$ cat src/rtl/sampler_pkg.sv
// sampler_pkg: shared definitions for the multi-channel capacitive sampler.
//   state_t    - scan FSM states
//   sat_sum_w  - width of an accumulator sum including the carry bit that
//                flags saturation
package sampler_pkg;

  typedef enum logic [3:0] {
    S_IDLE,
    S_SELECT,
    S_START_CHARGE,
    S_CHARGE,
    S_PREDISCHARGE,
    S_START_DISCHARGE,
    S_DISCHARGE,
    S_OUTPUT,
    S_FIN
  } state_t;

  function automatic int unsigned sat_sum_w(input int unsigned w);
    return w + 1;
  endfunction

endpackage

$ cat src/rtl/sampler_ch_select.sv
// sampler_ch_select: lowest-set-bit priority encoder over the remaining
// channel mask.
//   mask     in   remaining channel mask
//   idx      out  index of the lowest set bit (0 when none)
//   found    out  mask had at least one bit set
//   mask_clr out  mask with the selected bit cleared
module sampler_ch_select #(
  parameter int unsigned NUM_CH = 4,
  parameter int unsigned CH_W   = 2
) (
  input  logic [NUM_CH-1:0] mask,
  output logic [CH_W-1:0]   idx,
  output logic              found,
  output logic [NUM_CH-1:0] mask_clr
);

  always_comb begin
    idx      = '0;
    found    = 1'b0;
    mask_clr = mask;
    for (int unsigned i = 0; i < NUM_CH; i++) begin
      if (!found && mask[i]) begin
        found       = 1'b1;
        idx         = CH_W'(i);
        mask_clr[i] = 1'b0;
      end
    end
  end

endmodule

$ cat src/rtl/multi_ch_sampler.sv
// multi_ch_sampler: time-multiplexes one shared drive pin across NUM_CH sense
// pins. Each enabled channel (ascending index) gets a charge phase and a
// discharge phase; both accumulate into one saturating result streamed out on
// a valid/ready interface. finish holds in FIN until start_sync drops.
//
// Ports:
//   clk_sampler, rst_sampler_sync (sync, active high), clksampleren_sync
//   start_sync, sense_in_sync[NUM_CH], ch_mask[NUM_CH], numsamples[WIDTH]
//   sense_oe/sense_out[NUM_CH], drive_oe, drive_out
//   data_valid, data_ready, data_ch[CH_W], data[WIDTH], finish
// Optional (SAMPLER_THRESHOLD_EN): thresh[WIDTH] in, touched[NUM_CH] out.
module multi_ch_sampler
  import sampler_pkg::*;
#(
  parameter int unsigned NUM_CH = 4,
  parameter int unsigned WIDTH  = 8,
  parameter int unsigned CH_W   = 2
) (
  input  logic              clk_sampler,
  input  logic              rst_sampler_sync,
  input  logic              clksampleren_sync,
  input  logic              start_sync,
  input  logic [NUM_CH-1:0] sense_in_sync,
  input  logic [NUM_CH-1:0] ch_mask,
  input  logic [WIDTH-1:0]  numsamples,
  output logic [NUM_CH-1:0] sense_oe,
  output logic [NUM_CH-1:0] sense_out,
  output logic              drive_oe,
  output logic              drive_out,
  output logic              data_valid,
  input  logic              data_ready,
  output logic [CH_W-1:0]   data_ch,
  output logic [WIDTH-1:0]  data,
  output logic              finish
`ifdef SAMPLER_THRESHOLD_EN
  ,
  input  logic [WIDTH-1:0]  thresh,
  output logic [NUM_CH-1:0] touched
`endif
);

  localparam int unsigned SUM_W = sat_sum_w(WIDTH);

  state_t              state, state_nxt;
  logic [NUM_CH-1:0]   mask_rem, mask_nxt;
  logic [WIDTH-1:0]    ns_lat, ns_nxt;
  logic [WIDTH-1:0]    cnt, cnt_nxt;
  logic [WIDTH-1:0]    acc, acc_nxt;
  logic [CH_W-1:0]     ch, ch_nxt;
  logic [NUM_CH-1:0]   soe_nxt, sout_nxt;
  logic                doe_nxt, dout_nxt;
  logic                valid_nxt;
  logic [CH_W-1:0]     dch_nxt;
  logic [WIDTH-1:0]    data_nxt;
`ifdef SAMPLER_THRESHOLD_EN
  logic [NUM_CH-1:0]   touched_nxt;
`endif

  logic                hit;
  logic [SUM_W-1:0]    sum;
  logic [WIDTH-1:0]    acc_sat;

  logic [CH_W-1:0]     sel_idx;
  logic                sel_found;
  logic [NUM_CH-1:0]   sel_clr;

  sampler_ch_select #(
    .NUM_CH (NUM_CH),
    .CH_W   (CH_W)
  ) u_ch_select (
    .mask     (mask_rem),
    .idx      (sel_idx),
    .found    (sel_found),
    .mask_clr (sel_clr)
  );

  // Charge counts pins still low; discharge counts pins still high.
  always_comb begin
    hit     = (state == S_CHARGE) ? ~sense_in_sync[ch] : sense_in_sync[ch];
    sum     = SUM_W'(acc) + SUM_W'(hit);
    acc_sat = sum[WIDTH] ? '1 : sum[WIDTH-1:0];
  end

  assign finish = (state == S_FIN);

  always_comb begin
    state_nxt = state;
    mask_nxt  = mask_rem;
    ns_nxt    = ns_lat;
    cnt_nxt   = cnt;
    acc_nxt   = acc;
    ch_nxt    = ch;
    soe_nxt   = sense_oe;
    sout_nxt  = sense_out;
    doe_nxt   = drive_oe;
    dout_nxt  = drive_out;
    valid_nxt = data_valid;
    dch_nxt   = data_ch;
    data_nxt  = data;
`ifdef SAMPLER_THRESHOLD_EN
    touched_nxt = touched;
`endif
    case (state)
      S_IDLE: begin
        if (start_sync) begin
          mask_nxt  = ch_mask;
          ns_nxt    = (numsamples == '0) ? WIDTH'(1) : numsamples;
`ifdef SAMPLER_THRESHOLD_EN
          touched_nxt = '0;
`endif
          state_nxt = S_SELECT;
        end
      end
      S_SELECT: begin
        soe_nxt  = '0;
        sout_nxt = '0;
        if (sel_found) begin
          ch_nxt    = sel_idx;
          mask_nxt  = sel_clr;
          acc_nxt   = '0;
          state_nxt = S_START_CHARGE;
        end else begin
          state_nxt = S_FIN;
        end
      end
      S_START_CHARGE: begin
        cnt_nxt      = ns_lat - WIDTH'(1);
        dout_nxt     = 1'b1;
        soe_nxt[ch]  = 1'b0;
        sout_nxt[ch] = 1'b0;
        state_nxt    = S_CHARGE;
      end
      S_CHARGE: begin
        acc_nxt = acc_sat;
        if (cnt == '0) state_nxt = S_PREDISCHARGE;
        else           cnt_nxt   = cnt - WIDTH'(1);
      end
      S_PREDISCHARGE: begin
        soe_nxt[ch]  = 1'b1;
        sout_nxt[ch] = 1'b1;
        doe_nxt      = 1'b1;
        dout_nxt     = 1'b1;
        state_nxt    = S_START_DISCHARGE;
      end
      S_START_DISCHARGE: begin
        dout_nxt    = 1'b0;
        soe_nxt[ch] = 1'b0;
        cnt_nxt     = ns_lat - WIDTH'(1);
        state_nxt   = S_DISCHARGE;
      end
      S_DISCHARGE: begin
        acc_nxt = acc_sat;
        if (cnt == '0) begin
          // Result registers load with the final sample already folded in.
          valid_nxt = 1'b1;
          data_nxt  = acc_sat;
          dch_nxt   = ch;
          state_nxt = S_OUTPUT;
        end else begin
          cnt_nxt = cnt - WIDTH'(1);
        end
      end
      S_OUTPUT: begin
        if (data_ready) begin
          valid_nxt    = 1'b0;
          sout_nxt[ch] = 1'b0;
`ifdef SAMPLER_THRESHOLD_EN
          touched_nxt[ch] = (acc >= thresh);
`endif
          state_nxt    = S_SELECT;
        end
      end
      S_FIN: begin
        if (!start_sync) state_nxt = S_IDLE;
      end
      default: state_nxt = S_IDLE;
    endcase
  end

  // The valid/ready handshake in OUTPUT proceeds regardless of the enable.
  always_ff @(posedge clk_sampler) begin
    if (rst_sampler_sync) begin
      state      <= S_IDLE;
      mask_rem   <= '0;
      ns_lat     <= '0;
      cnt        <= '0;
      acc        <= '0;
      ch         <= '0;
      sense_oe   <= '0;
      sense_out  <= '0;
      drive_oe   <= 1'b1;
      drive_out  <= 1'b0;
      data_valid <= 1'b0;
      data_ch    <= '0;
      data       <= '0;
`ifdef SAMPLER_THRESHOLD_EN
      touched    <= '0;
`endif
    end else if (clksampleren_sync || state == S_OUTPUT) begin
      state      <= state_nxt;
      mask_rem   <= mask_nxt;
      ns_lat     <= ns_nxt;
      cnt        <= cnt_nxt;
      acc        <= acc_nxt;
      ch         <= ch_nxt;
      sense_oe   <= soe_nxt;
      sense_out  <= sout_nxt;
      drive_oe   <= doe_nxt;
      drive_out  <= dout_nxt;
      data_valid <= valid_nxt;
      data_ch    <= dch_nxt;
      data       <= data_nxt;
`ifdef SAMPLER_THRESHOLD_EN
      touched    <= touched_nxt;
`endif
    end
  end

endmodule

$ cat config.mk
export PLATFORM = sky130hd
export DESIGN_NAME = multi_ch_sampler
export DESIGN_NICKNAME = d
export VERILOG_FILES = /design/src/rtl/sampler_pkg.sv /design/src/rtl/sampler_ch_select.sv /design/src/rtl/multi_ch_sampler.sv
export SDC_FILE = /design/constraint.sdc
export NUM_CORES = 1
export LEC_CHECK = 0
export ABC_CLOCK_PERIOD_IN_PS = 3800
export CORE_MARGIN = 5
export CORE_UTILIZATION = 50
export DETAILED_ROUTE_END_ITERATION = 7
export PLACE_DENSITY_LB_ADDON = 0.3
export SYNTH_ARGS = -nofsm -noshare
export SYNTH_HDL_FRONTEND = slang
export SYNTH_SLANG_ARGS = --single-unit
export TNS_END_PERCENT = 30
$ cat constraint.sdc
create_clock -name clk_sampler -period 3.8 [get_ports clk_sampler]
set_clock_uncertainty 0.1 [all_clocks]
set_input_delay 0.76 -clock clk_sampler [delete_from_list [all_inputs] [get_ports clk_sampler]]
set_output_delay 0.76 -clock clk_sampler [all_outputs]
set_load 0.1 [all_outputs]
# == Word level (Yosys, flattened, before mapping) ==
# Cells that the tools add are included.
# op_classes
addsub,3
n_lt_le_gt_ge,2
n_eq_ne,18
n_mux,38
n_bitwise,6
n_reduce_logical,35
# op_table
op,count
$mux W4,9
$pmux W4 S9,1
$mux W8,4
$pmux W8 S2,2
$reduce_and A3 Y1,6
$eq A4 B3 Y1 const B,4
$logic_not A8 Y1,2
$pmux W4 S4,1
$sub A8 B1 Y8 const B,2
$reduce_and A5 Y1,3
$mux W1,13
$ne A2 B2 Y1 const B,6
$pmux W4 S3,1
$reduce_bool A2 Y1,5
$add A8 B1 Y9,1
$and A4 B4 Y4,2
$eq A4 B2 Y1 const B,2
$ne A2 B1 Y1 const B,4
$or A4 B4 Y4,2
$pmux W4 S2,1
$reduce_and A4 Y1,2
$reduce_and A6 Y1,1
$reduce_or A2 Y1,3
$eq A4 B1 Y1 const B,1
16 further kinds,24
# word_totals
ff_bits,54
inputBits,21
out_inout_bits,22
elab_cells,117

# == Depth between registers and ports, before layout ==
# logic_depth
ltp_word,12
mapped_depth,14
mapped_depth_nobuf,10

# == By module ==
# Synthesis repeated with hierarchy kept, for this count alone.
# unflattened
hier_cells,390
area_unflattened_um2,3214.3
# by_module_without_submodules
module,instances,cells_each,area_each_um2,seq_area_each_um2
multi_ch_sampler,1,378,3149.3,1081.0
sampler_ch_select,1,12,65.1,0.0

# == Worst setup path after synthesis ==
# Ideal clock, no wire load.
# synth_timing
kind,reg-to-output
start,register state[0]
end,output port finish
t_arrival_ns,4.068
t_required_ns,2.940
path_slack_ns,-1.128
stages_incl_launch_ff,5
path_buffers,3
path_cell_list,dfxtp_1 -> clkbuf_1 -> clkbuf_1 -> clkbuf_1 -> nor4b_1
# synth_between
elab_chain_cells,1
# synth_lines
item,line_no,text
from (decl),multi_ch_sampler.sv:44,"state_t state, state_nxt;"
from (signal assigned),multi_ch_sampler.sv:200,state <= state_nxt;
$eq A4 B4 Y1,multi_ch_sampler.sv:84,assign finish = (state == S_FIN);
to (decl),multi_ch_sampler.sv:34,output logic finish
# Every way passes these cells.

# == Final worst setup path ==
# layout_timing
start,input port sense_in_sync[2]
end,register data[4]
# layout_between
elab_chain_cells,6
# layout_lines
item,line_no,text
from (decl),multi_ch_sampler.sv:23,"input logic [NUM_CH-1:0] sense_in_sync,"
$bmux W1 S2 *,multi_ch_sampler.sv:79,hit = (state == S_CHARGE) ? ~sense_in_sync[ch] : sense_in_sync[ch];
$mux W1 (not written as such) *,multi_ch_sampler.sv:79,
$not A1 Y1,multi_ch_sampler.sv:79,
$mux W1 *,multi_ch_sampler.sv:79,
$add A8 B1 Y9 *,multi_ch_sampler.sv:80,sum = SUM_W'(acc) + SUM_W'(hit);
$mux W8 *,multi_ch_sampler.sv:81,acc_sat = sum[WIDTH] ? '1 : sum[WIDTH-1:0];
to (signal assigned),multi_ch_sampler.sv:212,data <= data_nxt;
to (decl),multi_ch_sampler.sv:33,"output logic [WIDTH-1:0] data,"
# Every way passes the cells marked *; elsewhere a longest branch is shown, timed or not. The select of a mux whose other input is x is not followed.
# A chain may end at the register's enable or synchronous reset.

==> summary.md <==
| Metric | Value |
|---|---|
| Initial Utilization | `51.49%` |
| Fin worst setup slack | `0.5415 ns` |
| RSZ-0062 raised after global routing | `false` |
| Clock sinks | `54` |
| TritonCTS clock tree | `built` |
| Hold WS | `0.3767 ns` |
| Design Area, Final | `3630 µm²` |
| DR DRC count | `0` |
| Synth unique cells | `61` |
| Nets | `442` |
| Final min period | `3.259 ns` |
| Gates resized, CTS repair | `0` |
| Status | `completed` |
| Clk_lat worst skew | `0.31 ns` |
| Number of flops mapped to enable cells by yosys | `0` |
| Max Fclk | `0.3069 GHz` |
| Die Wd | `88.32 µm` |
| Yosys reg bits | `54` |
| Worst EP arrival | `3.40 ns` |
| Average wire per standard cell | `15.37 µm` |
| IO Count | `43` |
| Setup TNS | `0 ns` |
| Seq/Total Area, Yosys | `35.25%` |
| Max VDD drop | `0.0002505 V` |
| Top-count cell post-synth | `dfxtp_1` |
| Mean post-synth cell area | `7.863 µm²` |
| Largest net degree at the start of global routing | `35` |
| Crit-path cells | `clkdlybuf4s50_1, mux4_2, xor2_1, ha_1, ha_1, nand3_1, nor2_1, and3_1, nor3_1, a211oi_1` |
| Cells after synthesis | `390` |
| Final setup viols | `0` |
| Slew headroom | `34.19%` |
| Largest cells by area after synthesis | `dfxtp_1 (35%), a21oi_1 (7.5%), o21ai_0 (5.1%), nand2_1 (4.4%), nor2_1 (3.9%)` |
| Port buffer count | `41` |
| Vias in the first global route | `2779` |
| Clock Tree Root | `clkbuf_8` |
| Setup WS pre-CTS | `0.2367 ns` |
| Critical path class | `in -> reg` |
| Iter 0 DRT Violations | `214` |
| Vias | `2980` |
| Total track usage | `20.29%` |
| Final period utilization | `85.75%` |
| YS warnings | `0` |
| Power per cell area | `324.8 nW/µm²` |
| Die area | `7800 µm²` |
| Std cell rows | `28` |
| Die height | `88.32 µm` |
| CTS max path bufs | `2` |
| Prevailing post-synth register cell | `dfxtp_1` |
| Area fraction of the dominant cell type after synthesis | `35.25%` |
| Routability Congestion | `0.9278` |
| Cts hold-fix bufs | `0` |
| Delay-heaviest family, CP | `simple AND/OR/NAND/NOR gates` |
| Hpwl dp | `5456 µm` |
| Worst Path Buf+Inv | `1` |
| Startpoint Class | `input port` |
| Post-route ant nets | `0` |
| Mapped cell area | `3067 µm²` |
| GRT overflow | `0` |
| Total wire length | `7595 µm` |
| Non-filler cells, final | `494` |
| Slew Limit Fails | `0` |
| DP Cell Count | `486` |
| Antenna cell count | `0` |
| Peak fanout along the critical path | `12` |
| Worst Tran Pin Value | `0.9840 ns` |
| Worst path most repeated cell | `ha_1` |
| Maximum Capacitance Violations | `0` |
| First-pass DRT Iterations | `5` |
| Synth Net Count | `414` |
| Post-layout util | `60.95%` |
| Final Hold Fails | `0` |
| Fraction of layout cells with a size suffix above 1 | `10.26%` |
| Worst hold-check path type | `reg -> reg` |
| Slowest Stage Delay on Critical Path | `0.47 ns` |
| LEAKAGE | `1.268 nW` |
| P&R area growth vs syn | `18.36%` |
| Clock-pin slew on the worst setup and hold paths | `0.10 ns` |
| Share of async-settable or async-resettable flops after synthesis | `0%` |
| Power Total | `1.179 mW` |
| Core Box Area | `5956 µm²` |
| Placed cell area | `3513 µm²` |
| Slowest CP cell | `mux4_2` |
| Global-route wire length before repair | `12820 µm` |
| Via-per-instance ratio | `6.032` |
| Setup crit end kind | `register` |
| Top cells by count, synth | `dfxtp_1 (54), a21oi_1 (46), nand2_1 (36)` |
| Post-CTS setup buffer count | `0` |
| Initial antenna violation count | `0` |
| Htree depth | `2` |
| Worst EP required | `3.94 ns` |
| Area leader, netlist | `dfxtp_1` |
| Num CTS Buffers | `5` |
final cells by class:
class	instances	area [µm²]
well taps	75	93.84
clock buffers	5	68.82
multi-input cells	302	1853
flip-flops and latches	54	1081
repair buffers	49	462.9
fillers	546	2326
clock inverters	3	47.55
inverters	6	22.52
per-layer routing:
metal	share of wire [%]	track usage (%)	vias to the layer above
met5	0	0	-
met4	1.5	6.456	0
met2	49	33.65	89
met1	44	26.72	1400
met3	5.0	3.818	12
li1	-	-	1479
sequential cells by signal, summed over array words and instances, names as in the netlist:
| register | cells |
|---|---|
| acc | 8 |
| ch | 2 |
| cnt | 8 |
| data | 8 |
| data_ch | 2 |
| data_valid | 1 |
| drive_out | 1 |
| mask_rem | 4 |
| ns_lat | 8 |
| sense_oe | 4 |
| sense_out | 4 |
| state | 4 |
cells in the final DEF (no fill, tap or decap), drive strengths merged, types with 6 or more instances in the layout:
master,n
nor4,6
buf,10
o21ai,31
nor2,35
nor3,12
nand3,10
a211oi,10
and2,9
a21oi,47
nand2,36
mux2i,8
inv,7
clkdlybuf4s50,39
dfxtp,54
nor2b,9
worst min-delay path, cell delays in order, from the launching register on:
cell	delay, ns
dfxtp_1	0.34
nand2_1	0.06
a21oi_1	0.05
report_power, final:
part	internal, mW	total, mW	leakage (nW)	switching, mW
clock	0.200	0.400	0.0587	0.200
combinational	0.0749	0.185	0.773	0.110
sequential	0.578	0.593	0.436	0.0149
total	0.853	1.18	1.27	0.325
path summary, 6_finish.rpt:
check                           cells past startpoint              from  slack [ns]       to
worst max-delay path                               10  sense_in_sync[2]        0.54  data[4]
worst min-delay path                                2            acc[0]        0.38   acc[0]
worst min register to register                      2            acc[0]        0.38   acc[0]
worst max register to register                      9             ch[0]        0.78  data[4]
logic make-up (layout without fill, tap and decap cells):
group	after synthesis	in the layout	share of synthesized area, %
XOR/XNOR	5	5	1.428
other	1	1	0.1223
AO/OA/AOI/OAI	123	123	25.42
buffers and inverters	34	63	4.529
multiplexers	11	11	4.080
AND/OR/NAND/NOR	159	159	27.95
adder cells (fa/ha/maj)	3	3	1.224
flip-flops	54	54	35.25
No activity file was read; power rests on OpenSTA's default activity.
